### src/rtl/aes_128_round_sequencer.sv
// aes_128_round_sequencer
// Sequences the multicycle AES-128 encryption datapath. It accepts a
// plaintext/key pair, has the datapath load (plaintext ^ key), runs ROUNDS
// round operations and then holds the ciphertext until the consumer takes it.
//
// Ports
//   clk, rst       clock, synchronous active-high reset
//   in_valid/in_ready    input handshake (plaintext + key on datapath bus)
//   out_valid/out_ready  output handshake (ciphertext in state register)
//   abort          drop the block in flight and return to idle
//   load_state     datapath loads state <= pt ^ key, key reg <= key
//   round_en       datapath applies one round and advances the key schedule
//   round          current round 1..ROUNDS while running, 0 otherwise
//   final_round    last round (datapath skips MixColumns)
//   rcon           round constant for the current round
//   busy           block in flight (RUN or HOLD)
//   blk_count      ciphertexts delivered since reset, wraps at 2^16
module aes_128_round_sequencer #(
  parameter int ROUNDS = 10
) (
  input  logic        clk,
  input  logic        rst,
  input  logic        in_valid,
  output logic        in_ready,
  output logic        out_valid,
  input  logic        out_ready,
  input  logic        abort,
  output logic        load_state,
  output logic        round_en,
  output logic [3:0]  round,
  output logic        final_round,
  output logic [7:0]  rcon,
  output logic        busy,
  output logic [15:0] blk_count
);

  typedef enum logic [1:0] {IDLE, RUN, HOLD} state_t;

  localparam logic [3:0] LAST = 4'(ROUNDS);

  state_t      state;
  logic [3:0]  rnd_q;
  logic [15:0] blk_q;

  logic in_idle;
  logic in_run;
  logic in_hold;
  logic xfer;

  function automatic logic [7:0] rcon_of(input logic [3:0] r);
    logic [7:0] c;
    case (r)
      4'd1:    c = 8'h01;
      4'd2:    c = 8'h02;
      4'd3:    c = 8'h04;
      4'd4:    c = 8'h08;
      4'd5:    c = 8'h10;
      4'd6:    c = 8'h20;
      4'd7:    c = 8'h40;
      4'd8:    c = 8'h80;
      4'd9:    c = 8'h1B;
      4'd10:   c = 8'h36;
      default: c = 8'h00;
    endcase
    return c;
  endfunction

  // Every output is masked while rst is high so the datapath sees reset
  // values during the reset cycle itself, not only after the edge.
  assign in_idle = !rst && (state == IDLE);
  assign in_run  = !rst && (state == RUN);
  assign in_hold = !rst && (state == HOLD);

  // abort overrides both handshakes; in HOLD the next block may only be
  // accepted in the same cycle the current ciphertext leaves.
  assign in_ready    = (in_idle || (in_hold && out_ready)) && !abort;
  assign load_state  = in_ready && in_valid;
  assign out_valid   = in_hold && !abort;
  assign xfer        = out_valid && out_ready;
  assign round_en    = in_run;
  assign round       = rst ? 4'd0 : rnd_q;
  assign final_round = in_run && (rnd_q == LAST);
  assign rcon        = rcon_of(round);
  assign busy        = in_run || in_hold;
  assign blk_count   = rst ? 16'd0 : blk_q;

  always_ff @(posedge clk) begin
    if (rst) begin
      state <= IDLE;
      rnd_q <= 4'd0;
      blk_q <= 16'd0;
    end else begin
      case (state)
        IDLE: begin
          if (load_state) begin
            state <= RUN;
            rnd_q <= 4'd1;
          end
        end
        RUN: begin
          if (abort) begin
            state <= IDLE;
            rnd_q <= 4'd0;
          end else if (rnd_q == LAST) begin
            state <= HOLD;
            rnd_q <= 4'd0;
          end else begin
            rnd_q <= rnd_q + 4'd1;
          end
        end
        HOLD: begin
          if (abort) begin
            state <= IDLE;
            rnd_q <= 4'd0;
          end else if (xfer) begin
            blk_q <= blk_q + 16'd1;
            if (load_state) begin
              state <= RUN;
              rnd_q <= 4'd1;
            end else begin
              state <= IDLE;
            end
          end
        end
        default: begin
          state <= IDLE;
          rnd_q <= 4'd0;
        end
      endcase
    end
  end

endmodule

### config.mk
export PLATFORM = sky130hd
export DESIGN_NAME = aes_128_round_sequencer
export DESIGN_NICKNAME = d
export VERILOG_FILES = /design/src/rtl/aes_128_round_sequencer.sv
export SDC_FILE = /design/constraint.sdc
export NUM_CORES = 1
export LEC_CHECK = 0
export ABC_AREA = 1
export CAP_MARGIN = 40
export CORE_ASPECT_RATIO = 0.7
export CORE_MARGIN = 3
export CORE_UTILIZATION = 48
export DETAILED_ROUTE_END_ITERATION = 6
export HOLD_SLACK_MARGIN = 0.03
export PLACE_DENSITY = 0.79
export SYNTH_ARGS = -nofsm -noshare
export SYNTH_HDL_FRONTEND = slang
export SYNTH_SLANG_ARGS = --single-unit
### constraint.sdc
create_clock -name clk -period 2.7 [get_ports clk]
set_input_delay 0.81 -clock clk [delete_from_list [all_inputs] [get_ports clk]]
set_output_delay 0.81 -clock clk [all_outputs]
set_load 0.005 [all_outputs]
## After elaboration in Yosys (flattened, before gate mapping)

Memories as Yosys holds them, arrays and structs flattened.
Cells that the tools add are included.

| word-level totals | value |
|---|---|
| output and inout bits | 34 |
| input port bits | 5 |
| bits in latches | 0 |
| memories | 1 |
| bits in registers | 22 |
| RAM bits | 0 |
| logic and storage cells | 44 |
| ROM bits | 128 |

Memory list:

| memory | depth | width | read ports | clocked after memory_dff | wr ports | RTL line | RTL |
|---|---|---|---|---|---|---|---|
| (name not given) | 16 | 8 | 1 | 0 | 0 | 52 | `case (r)` |

| operators by class | value |
|---|---|
| multiply operators | 0 |
| bitwise gates (word level) | 1 |
| magnitude comparators | 0 |
| div/mod/pow operators | 0 |
| $add $sub $neg | 2 |
| equal/unequal tests | 6 |
| shift-type cells | 0 |
| multiplexer cells | 15 |
| reductions and logical operators | 16 |

Operator list:

| kind | number |
|---|---|
| 2-to-1 mux 4 bit | 6 |
| adder 16 x 1 -> 16 bit (second input constant) | 1 |
| 2-to-1 mux 16 bit | 1 |
| one-hot mux 4 bit (3 select lines) | 1 |
| 2-to-1 mux 2 bit | 5 |
| logical AND 1 bit | 9 |
| one-hot mux 2 bit (3 select lines) | 1 |
| AND reduction 3 bit | 2 |
| adder 4 x 1 -> 4 bit (second input constant) | 1 |
| equality test 4 bit (second input constant) | 1 |
| inequality test 3 x 2 -> 1 bit (second input constant) | 1 |
| inequality test 3 bit (second input constant) | 1 |
| equality test 2 x 1 -> 1 bit (second input constant) | 1 |
| equality test 2 bit (second input constant) | 1 |
| logical NOT 1 bit | 2 |
| logical NOT 2 bit | 1 |
| logical OR 1 bit | 2 |
| inequality test 2 bit (second input constant) | 1 |
| 2-to-1 mux 1 bit | 1 |
| NOT 1 bit | 1 |

## Longest topological paths before layout

| logic depth | value |
|---|---|
| word-level depth | 10 |
| mapped depth | 8 |
| gate-level depth less buffers | 8 |

## Least setup slack after synthesis

No wires, ideal clock.

| path | value |
|---|---|
| path type | input -> output |
| start | input rst |
| end | output rcon[1] |
| arrival | 1.925 ns |
| data required time | 1.890 ns |
| stages | 7 |
| slack | -0.035 ns |
| path buffers | 2 |
| path through | buf_4 clkbuf_1 nor2_1 inv_1 ha_1 nand2_1 o21ai_0 |

| on the way | value |
|---|---|
| longest elaborated chain between the ends | 2 |

Ends and longest elaborated chain:

| item | RTL line | RTL |
|---|---|---|
| start, declared | 22 | `input logic rst,` |
| 2-to-1 mux 4 bit | 81 | `assign round = rst ? 4'd0 : rnd_q;` |
| via round[0] | 30 | `output logic [3:0] round,` |
| memory (16 x 8 bit) | n/a |  |
| end, declared | 32 | `output logic [7:0] rcon,` |

The timed path passes the listed nets, and every way through them passes these cells.

## Worst setup path after layout

| path | value |
|---|---|
| start | input rst |
| end | output blk_count[10] |

| on the way | value |
|---|---|
| longest elaborated chain between the ends | 1 |

Ends and longest elaborated chain:

| item | RTL line | RTL |
|---|---|---|
| 2-to-1 mux 16 bit | 85 | `assign blk_count = rst ? 16'd0 : blk_q;` |
| end, declared | 34 | `output logic [15:0] blk_count` |

No other way between the ends.

==> results_dict.tcl <==
set metrics [dict create \
    status "finished, final reports clean" \
    synth_nets 241 \
    fin_crit_ns 2.665 \
    layout.nets 299 \
    synth_async_sr_flop_share_pct 0 \
    min_path_cells 2 \
    wire_per_inst_um 11.71 \
    setup.worst_path.start_class "primary input" \
    drtAntennaViolNets 0 \
    place.gp.congestion 0.8502 \
    ys_top_cells_by_area "dfxtp_1 30%, nor2_1 13%, inv_1 11%, nand2_1 9.3%, ha_1 6.0%" \
    grtUsageMet2_pct 34.91 \
    dieHeight_um 52.11 \
    synthCells 229 \
    clk_path_buf_depth 2 \
    grt_overflow 0 \
    worstSkewPairLatency_ns 0.27 \
    crit_top_cell "buf_4" \
    path_max_fanout 11 \
    endpoint_kind "output port" \
    synth_warnings 0 \
    ys_seq_area_share_pct 30.21 \
    rsz0062_at_grt "yes" \
    synth_flop_cell "dfxtp_1" \
    setup_viol 0 \
    synth.avg_cell_area_um2 6.365 \
    worstRegToRegCells 7 \
    dr_total_vias 1597 \
    drt_drc_violations_left 0 \
    synthTopCellsByCount "52 x nor2_1, 41 x inv_1, 36 x nand2_1" \
    viasPerCell 4.960 \
    p_leak_uw 0.001110 \
    switchingPower_uw 150.2 \
    synth.largest_area_cell "dfxtp_1" \
    cp.arrival_ns 1.86 \
    syn2layout_area_growth_pct 45.67 \
    r2r_end "rnd_q[1]" \
    fp.coreArea_um2 2843 \
    clock_power_share_pct 43.8 \
    drt-total-wl_um 3770 \
    final_layout_size_suffix_gt1_share_pct 15.38 \
    first_iter_violations 145 \
    cts_made_buffers 3 \
    slew-limit-headroom_pct 81.44 \
    yosysUniqueCellTypes 28 \
    gr-usage-all-layers_pct 21.96 \
    sw_frac_of_total_pct 21.27 \
    ys_ff_latch 22 \
    whs_endpoint "blk_q[1]" \
    critical_path.max_stage_delay_ns 0.50 \
    worst-endpoint-required_ns 1.89 \
    root_buffer "clkbuf_8" \
    core.rowCount 16 \
    seqPwrFrac_pct 46.5 \
    fmax_mhz 375.2 \
    peakVddDrop_mv 0.2605 \
    hold_start "blk_q[1]" \
    cpMaxStageDelayCell "clkdlybuf4s50_1" \
    power.internal_uw 555.9 \
    die_x_um 71.87 \
    first_pass_iters 4 \
    r2r_start "rnd_q[0]" \
    fin_skew_ns 0.009209 \
    maxSlewViolCount 0 \
    criticalPathCategory "primary input to output port" \
    holdBufCountCts 0 \
    grt_pass1_wl_um 6389 \
    final_area_um2 2123 \
    cts.sinks 22 \
    syn_area_um2 1458 \
    p_per_area_nw_per_um2 332.6 \
    antenna_found_initial 0 \
    use_met3_pct 5.405 \
    initial_core_util_pct 51.28 \
    port_buffers 38 \
    antenna_cells 0 \
    cts_max_level 1 \
    grt_pass1_vias 1391 \
    grt_use_met1_pct 30.52 \
    cap_violations 0 \
    post_dp_cell_area_um2 1966 \
    yosysTopAreaCellShare_pct 30.21 \
    reg2reg_slack_ns 1.13 \
    top_usage_layer "met2" \
    grt_max_degree 14 \
    worstPathCellList "buf_4 -> buf_6 -> buf_4 -> nor2_1 -> clkdlybuf4s50_1" \
    cts_tree "done" \
    finalHoldViolations 0 \
    comb_power_share_pct 9.6 \
    synth_most_common_cell "nor2_1" \
    clk_pin_slew_ns 0.07 \
    worst_slew_pin_slew_ns 0.2776 \
    hpwlAfterDp_um 2821 \
    finalSetupTns_ns 0 \
    hold_path_class "flop to flop" \
    finalCritPeriodShare_pct 98.71 \
    synth-edff-count 0 \
    die-area_um2 3745 \
    ioPinCount 39 \
]
-- critical path, delay by kind of cell --
kind | cells | cell delay, ns
buf+inv | 4 | 0.94
simple gates | 1 | 0.10
-- how the worst max path moves through the flow --
stage	from	to	cells past startpoint
after detailed placement	rst	rcon[3]	8
after global routing	rst	blk_count[10]	5
after CTS	rst	round[2]	5
after floorplan	rst	rcon[1]	7
final	rst	blk_count[10]	5
after global placement	rst	rcon[5]	8
-- per-layer routing --
metal,wire (um),up-vias
li1,-,829
met3,219,4
met5,0,-
met2,1654,45
met4,30,0
met1,1866,719
-- repair_timing --
| item | CTS | global route |
|---|---|---|
| setup buffers | 5 | 1 |
| resized for setup | 29 | 20 |
| hold endpoints to repair | 0 | 0 |
| pin swaps | 4 | 2 |
| setup endpoints to repair | 34 | 22 |
-- cell usage in the layout (no fill, tap or decap), types with 3 or more instances in the layout --
master           instances
nand2_1                 36
dfxtp_1                 22
nand4_1                  3
o22ai_1                  4
nor2_4                   5
dlygate4sd2_1           10
a21oi_1                 15
clkdlybuf4s50_1         13
nor2_1                  46
dlymetal6s2s_1          10
inv_1                   41
o21a_1                   3
ha_1                     7
nor2_2                   5
buf_4                   19
clkbuf_8                 3
nand3_1                 13
nor3_1                   4
o21ai_0                  7
-- kinds of logic (layout without fill, tap and decap cells) --
group,after synthesis,in the layout,synth area share [%]
compound gates,31,31,11.85
xor+xnor,3,3,1.803
simple gates,117,117,36.65
flops,22,22,30.21
fa+ha+maj,7,7,6.008
buf+inv,49,106,13.48
-- registers in the layout (all words and copies together), names as in the netlist --
register and cells:
state 2, blk_q 16, rnd_q 4
-- power groups by stage --
stage | sequential [uW] | clock, uW | combinational (uW)
after floorplan | 335 | 0 | 31.2
after global placement | 336 | 0 | 60.2
after detailed placement | 336 | 0 | 61.2
after CTS | 328 | 318 | 64.2
after global routing | 329 | 330 | 74.2
final | 328 | 310 | 68.1
-- stage by stage --
stage	worst slack [ns]	utilization [%]	total power (uW)	hold WS (ns)	std cells
finish	0.03474	74.69	706.1	0.4945	322
floorplan	0.01564	-	366.6	0.4622	229
detailed placement	-0.7073	69.15	397.2	0.4887	312
global placement	-0.6171	69.15	396.0	0.4879	312
global route	-0.001386	74.69	732.6	0.5368	322
CTS	0.002482	73.24	710.9	0.5012	321
-- final cells by class --
class / count / area, um^2
clock inverters: 1 / 30.03
fillers: 236 / 719.4
multi-input cells: 158 / 845.8
well taps: 36 / 45.04
flip-flops and latches: 22 / 440.4
inverters: 43 / 166.4
repair buffers: 59 / 554.3
clock buffers: 3 / 41.29
No activity file was read; power rests on OpenSTA's default activity.
==> variant 1 (config.mk and constraints unchanged) <==
Encoding of `state_t`: now one-hot (3 bits for 3 states).
--- a/src/rtl/aes_128_round_sequencer.sv
+++ b/src/rtl/aes_128_round_sequencer.sv
@@ -36,3 +36,3 @@
 
-  typedef enum logic [1:0] {IDLE, RUN, HOLD} state_t;
+  typedef enum logic [2:0] {IDLE = 3'b001, RUN = 3'b010, HOLD = 3'b100} state_t;
 
Function: no difference found for any inputs over 10 cycles, from zero or initial values and one cycle with rst high; not proved beyond that.
==> variant 1 against the unedited design <==
  * Via count is 11% higher
  * Sequential cell count is 1 higher
  * Routed wire length is 11% higher
  * Register-to-register slack better by 0.03 ns
  * First-iteration DRC count is 6.2% lower
  * Design area is 3.9% higher
  * Critical path depth stayed put
  * Utilization is 0.24 points lower
  * Cell count is 8.4% higher
  * Worst setup slack worse by 0.0011 ns
  * Area after synthesis is 8.6% higher
Power is not compared: it rests on default switching activity, and its combinational part moved more than twofold at a synthesized area within 25%.
==> variant 1: results (changes against the unedited design) <==
[run_status] outcome finished, final reports clean [unchanged]
[sta] remaining max-slew budget at the tightest pin 74.9% [was 81.4%]
[route] wire length on met1 2220 um [was 1870 um]
[grt] pin count of the biggest net entering global routing 16 [was 14]
[sta] clock skew after layout 0.00299 ns [was 0.00921 ns]
[final_layout] multi-input combinational gate total 189 [was 158]
[final_layout] Top Registers blk_q x16, rnd_q x4, state x3 [was blk_q x16, rnd_q x4, state x2]
[final_layout] Non-clock buffer share 22.2% [was 26.1%]
[final_layout] post-layout net count 326 [was 299]
[grt] global router's overall resource usage 22.8% [was 22.0%]
[critical_path] end of the worst register-to-register path blk_q[10]$_SDFFE_PP0P_ [was rnd_q[1]$_SDFFE_PP0P_]
[final_layout] footprint of the multi-input gates 0.00101 mm^2 [was 846 um^2]
[place] cell area reported after detailed placement 0.00212 mm^2 [was 0.00197 mm^2]
[synthesis] ranking of synthesized cells by area sky130_fd_sc_hd__dfxtp_1 29%, sky130_fd_sc_hd__nand2_1 16%, sky130_fd_sc_hd__nor2_1 11% [was sky130_fd_sc_hd__dfxtp_1 30%, sky130_fd_sc_hd__nor2_1 13%, sky130_fd_sc_hd__inv_1 11%]
[place] Final GP Congestion 0.906 [was 0.850]
[final_layout] count of plain and timing-repair buffers 55 [was 59]
[route] met2 routed WL 1690 um [was 1650 um]
[sta] worst-case hold slack 0.488 ns [was 0.494 ns]
[place] dpl ws -0.764 ns [was -0.707 ns]
[critical_path] Reg-to-Reg Start blk_q[1]$_SDFFE_PP0P_ [was rnd_q[0]$_SDFFE_PP0P_]
[critical_path] maximum net fanout on the critical path 9 [was 11]
[synthesis] most instantiated cells after synthesis 66 x sky130_fd_sc_hd__nand2_1, 45 x sky130_fd_sc_hd__nor2_1, 39 x sky130_fd_sc_hd__inv_1, 23 x sky130_fd_sc_hd__dfxtp_1, 18 x sky130_fd_sc_hd__a21oi_1 [was 52 x sky130_fd_sc_hd__nor2_1, 41 x sky130_fd_sc_hd__inv_1, 36 x sky130_fd_sc_hd__nand2_1, 22 x sky130_fd_sc_hd__dfxtp_1, 15 x sky130_fd_sc_hd__a21oi_1]
[place] half-perimeter wire length after detailed placement 3280 um [was 2820 um]
[cts] Resized Gates After CTS 44 [was 29]
[synthesis] post-synthesis sequential element count 23 [was 22]
[route] DR iter-0 viols 136 [was 145]
[die] horizontal die dimension 74.6 um [was 71.9 um]
[route] routed wire length on met3 256 um [was 219 um]
[critical_path] reg2reg path depth 8 [was 7]
[critical_path] setup slack on the worst flop-to-flop path 1.16 ns [was 1.13 ns]
[min_path] beginning of the worst hold path blk_q[12]$_SDFFE_PP0P_ [was blk_q[1]$_SDFFE_PP0P_]
[synthesis] Post-Syn Instances 259 [was 229]
==> variant 1: changes by cell type after synthesis, sizes merged, moves of 2 or more <==
cell    delta
xor2       +2
nor3       +4
inv        -3
nand3      +3
nand2     +32
a21oi      +3
o21a       -3
clkinv     +2
clkbuf     -2
or2        +2
nor2       -9
==> variant 1: worst max-delay path by stage <==
stage          start  endpoint  slack, ns  cells after the start
6_report         rst  round[3]       0.03                      5
2_1_floorplan    rst   rcon[1]       0.02                      7
3_3_place_gp     rst   rcon[1]      -0.71                      7
4_1_cts          rst   rcon[0]      -0.14                      7
3_5_place_dp     rst   rcon[1]      -0.76                      7
5_1_grt          rst   rcon[4]      0.004                      7
==> variant 1: cells by family (layout without fill, tap and decap cells) <==
group / after synthesis / count (layout) / synth area share, %
simple gates: 148 / 148 / 41.7
buf+inv: 47 / 101 / 11.2
compound gates: 30 / 30 / 10.3
flops: 23 / 23 / 29.1
fa+ha+maj: 7 / 7 / 5.53
xor+xnor: 4 / 4 / 2.21
==> variant 2 (same flow settings) <==
Made on the original files. The parameter `ROUNDS` goes from 10 to 5.
--- a/src/rtl/aes_128_round_sequencer.sv
+++ b/src/rtl/aes_128_round_sequencer.sv
@@ -18,3 +18,3 @@
 module aes_128_round_sequencer #(
-  parameter int ROUNDS = 10
+  parameter int ROUNDS = 5
 ) (
Check against the original RTL: not equivalent (a bounded check fails within 10 cycles, from zero or initial values and one cycle with rst high).
==> variant 2 against the unedited design <==
  * Sequential cell count did not move
  * Routed wire length is 1.9% lower
  * Power shrank 12%
  * Largest cell class unchanged
  * Design area shrank 2.7%
  * Critical path depth decreased by 1
  * Sequential share of layout area rose by 0.57 points
  * Largest power group unchanged
  * Worst setup slack got worse by 0.024 ns
  * Area after synthesis fell by 0.17%
  * Clock skew down 0.0065 ns
==> variant 2: results (changes against the unedited design) <==
[run_status] outcome finished, final reports clean [unchanged]
[synthesis] most instantiated cells after synthesis 52 x sky130_fd_sc_hd__nor2_1, 41 x sky130_fd_sc_hd__inv_1, 35 x sky130_fd_sc_hd__nand2_1, 22 x sky130_fd_sc_hd__dfxtp_1, 15 x sky130_fd_sc_hd__a21oi_1 [was 52 x sky130_fd_sc_hd__nor2_1, 41 x sky130_fd_sc_hd__inv_1, 36 x sky130_fd_sc_hd__nand2_1, 22 x sky130_fd_sc_hd__dfxtp_1, 15 x sky130_fd_sc_hd__a21oi_1]
[final_layout] # fillers 247 [was 236]
[sta] clock skew after layout 0.00275 ns [was 0.00921 ns]
[sta] transition at the pin with the smallest max-transition slack 0.305 ns [was 0.278 ns]
[critical_path] Reg-to-Reg Start state[0]$_SDFFE_PP0P_ [was rnd_q[0]$_SDFFE_PP0P_]
[synthesis] ranking of synthesized cells by area sky130_fd_sc_hd__dfxtp_1 30%, sky130_fd_sc_hd__nor2_1 13%, sky130_fd_sc_hd__inv_1 11% [unchanged]
[grt] number of antenna violations at the first check in global routing 0 [unchanged]
[min_path] beginning of the worst hold path blk_q[6]$_SDFFE_PP0P_ [was blk_q[1]$_SDFFE_PP0P_]
[critical_path] setup slack on the worst flop-to-flop path 1.24 ns [was 1.13 ns]
[final_layout] post-route insts no fill 319 [was 322]
[place] cell area reported after detailed placement 0.00198 mm^2 [was 0.00197 mm^2]
[place] Final GP Congestion 0.856 [was 0.850]
[route] DR iter-0 viols 51 [was 145]
[critical_path] maximum net fanout on the critical path 6 [was 11]
[place] half-perimeter wire length after detailed placement 2930 um [was 2820 um]
[critical_path] end of the worst register-to-register path rnd_q[3]$_SDFFE_PP0P_ [was rnd_q[1]$_SDFFE_PP0P_]
[final_layout] post-layout net count 297 [was 299]
[grt] wire length of the first global-routing pass 6200 um [was 6390 um]
[final_layout] fraction of layout instances using a drive strength above 1 14.1% [was 15.4%]
[grt] global router's overall resource usage 21.2% [was 22.0%]
[route] Detailed Route WL 3700 um [was 3770 um]
[critical_path] Arr. time, crit path 1.88 ns [was 1.86 ns]
[grt] pin count of the biggest net entering global routing 23 [was 14]
[route] count of vias placed by the detailed router 1556 [was 1597]
[place] number of cells after detailed placement 314 [was 312]
[synthesis] number of different library cells in the post-synthesis netlist 29 [was 28]
[power_and_ir_drop] leakage 0.00110 uW [was 0.00111 uW]
[min_path] endpoint of the worst hold path blk_q[6]$_SDFFE_PP0P_ [was blk_q[1]$_SDFFE_PP0P_]
[grt] vias in the first global route 1437 [was 1391]
-- variant 2: worst max path at each step --
stage | slack [ns] | depth (start not counted) | from | endpoint
after CTS | 0.0001 | 5 | rst | blk_count[6]
after global routing | 0.0002 | 4 | rst | round[2]
after detailed placement | -0.72 | 7 | rst | rcon[1]
final | 0.01 | 4 | rst | round[2]
after floorplan | 0.01 | 7 | rst | rcon[1]
after global placement | -0.66 | 7 | rst | rcon[1]
-- variant 2: cell families after synthesis --
family                     Yosys count  share of synthesized area, %
AOI/OAI and AO/OA                   31                          11.8
adders and majority gates            7                          6.02
and+or+nand+nor                    117                          36.8
buffers and inverters               49                          13.3
DFF                                 22                          30.3
xor gates and xnor gates             3                          1.81
-- variant 2: power groups by stage --
stage / clock network, uW / registers (uW) / logic, uW
finish: 209 / 333 / 76.3
floorplan: 0 / 339 / 39.3
global route: 223 / 334 / 85.7
detailed placement: 0 / 341 / 73.5
CTS: 216 / 333 / 73.9
global placement: 0 / 340 / 73.1
-- variant 2: layout make-up --
type / instances / area [um^2] / area share (%)
Inverter: 43 / 164 / 7.93
Timing Repair Buffer: 57 / 527 / 25.5
Clock buffer: 3 / 41.3 / 2.00
Multi-Input combinational cell: 158 / 850 / 41.1
Tap cell: 36 / 45.0 / 2.18
Sequential cell: 22 / 440 / 21.3
-- variant 2: metal layers --
| metal | share of wire [%] | global-route usage (%) |
|---|---|---|
| met5 | 0 | 0 |
| met4 | 0.54 | 2.81 |
| met3 | 4.8 | 5.41 |
| met2 | 44 | 34.8 |
| met1 | 50 | 28.9 |
-- variant 2: critical path, stage by stage --
cell and delay [ns]:
sky130_fd_sc_hd__buf_4 0.15, sky130_fd_sc_hd__nor2_1 0.23, sky130_fd_sc_hd__buf_4 0.17, sky130_fd_sc_hd__clkdlybuf4s50_1 0.52
-- variant 2: timing repair --
item                       4_1_cts  5_1_grt
pin swaps                        3        1
hold buffers                     0        0
gates cloned                     0        0
buffers inserted                 1        1
setup endpoints to repair       34       13
gates resized for setup         31       14
-- variant 2: stage by stage --
step           util (%)  setup TNS, ns  power, uW  hold WS (ns)  worst slack [ns]
3_5_place_dp       69.7         -17.06        414         0.497            -0.724
6_report           72.7              0        618         0.503            0.0111
5_1_grt            72.7              0        643         0.537          0.000199
4_1_cts            71.2              0        623         0.509          0.000133
2_1_floorplan         -              0        379         0.462            0.0103
3_3_place_gp       69.7         -16.76        413         0.481            -0.658
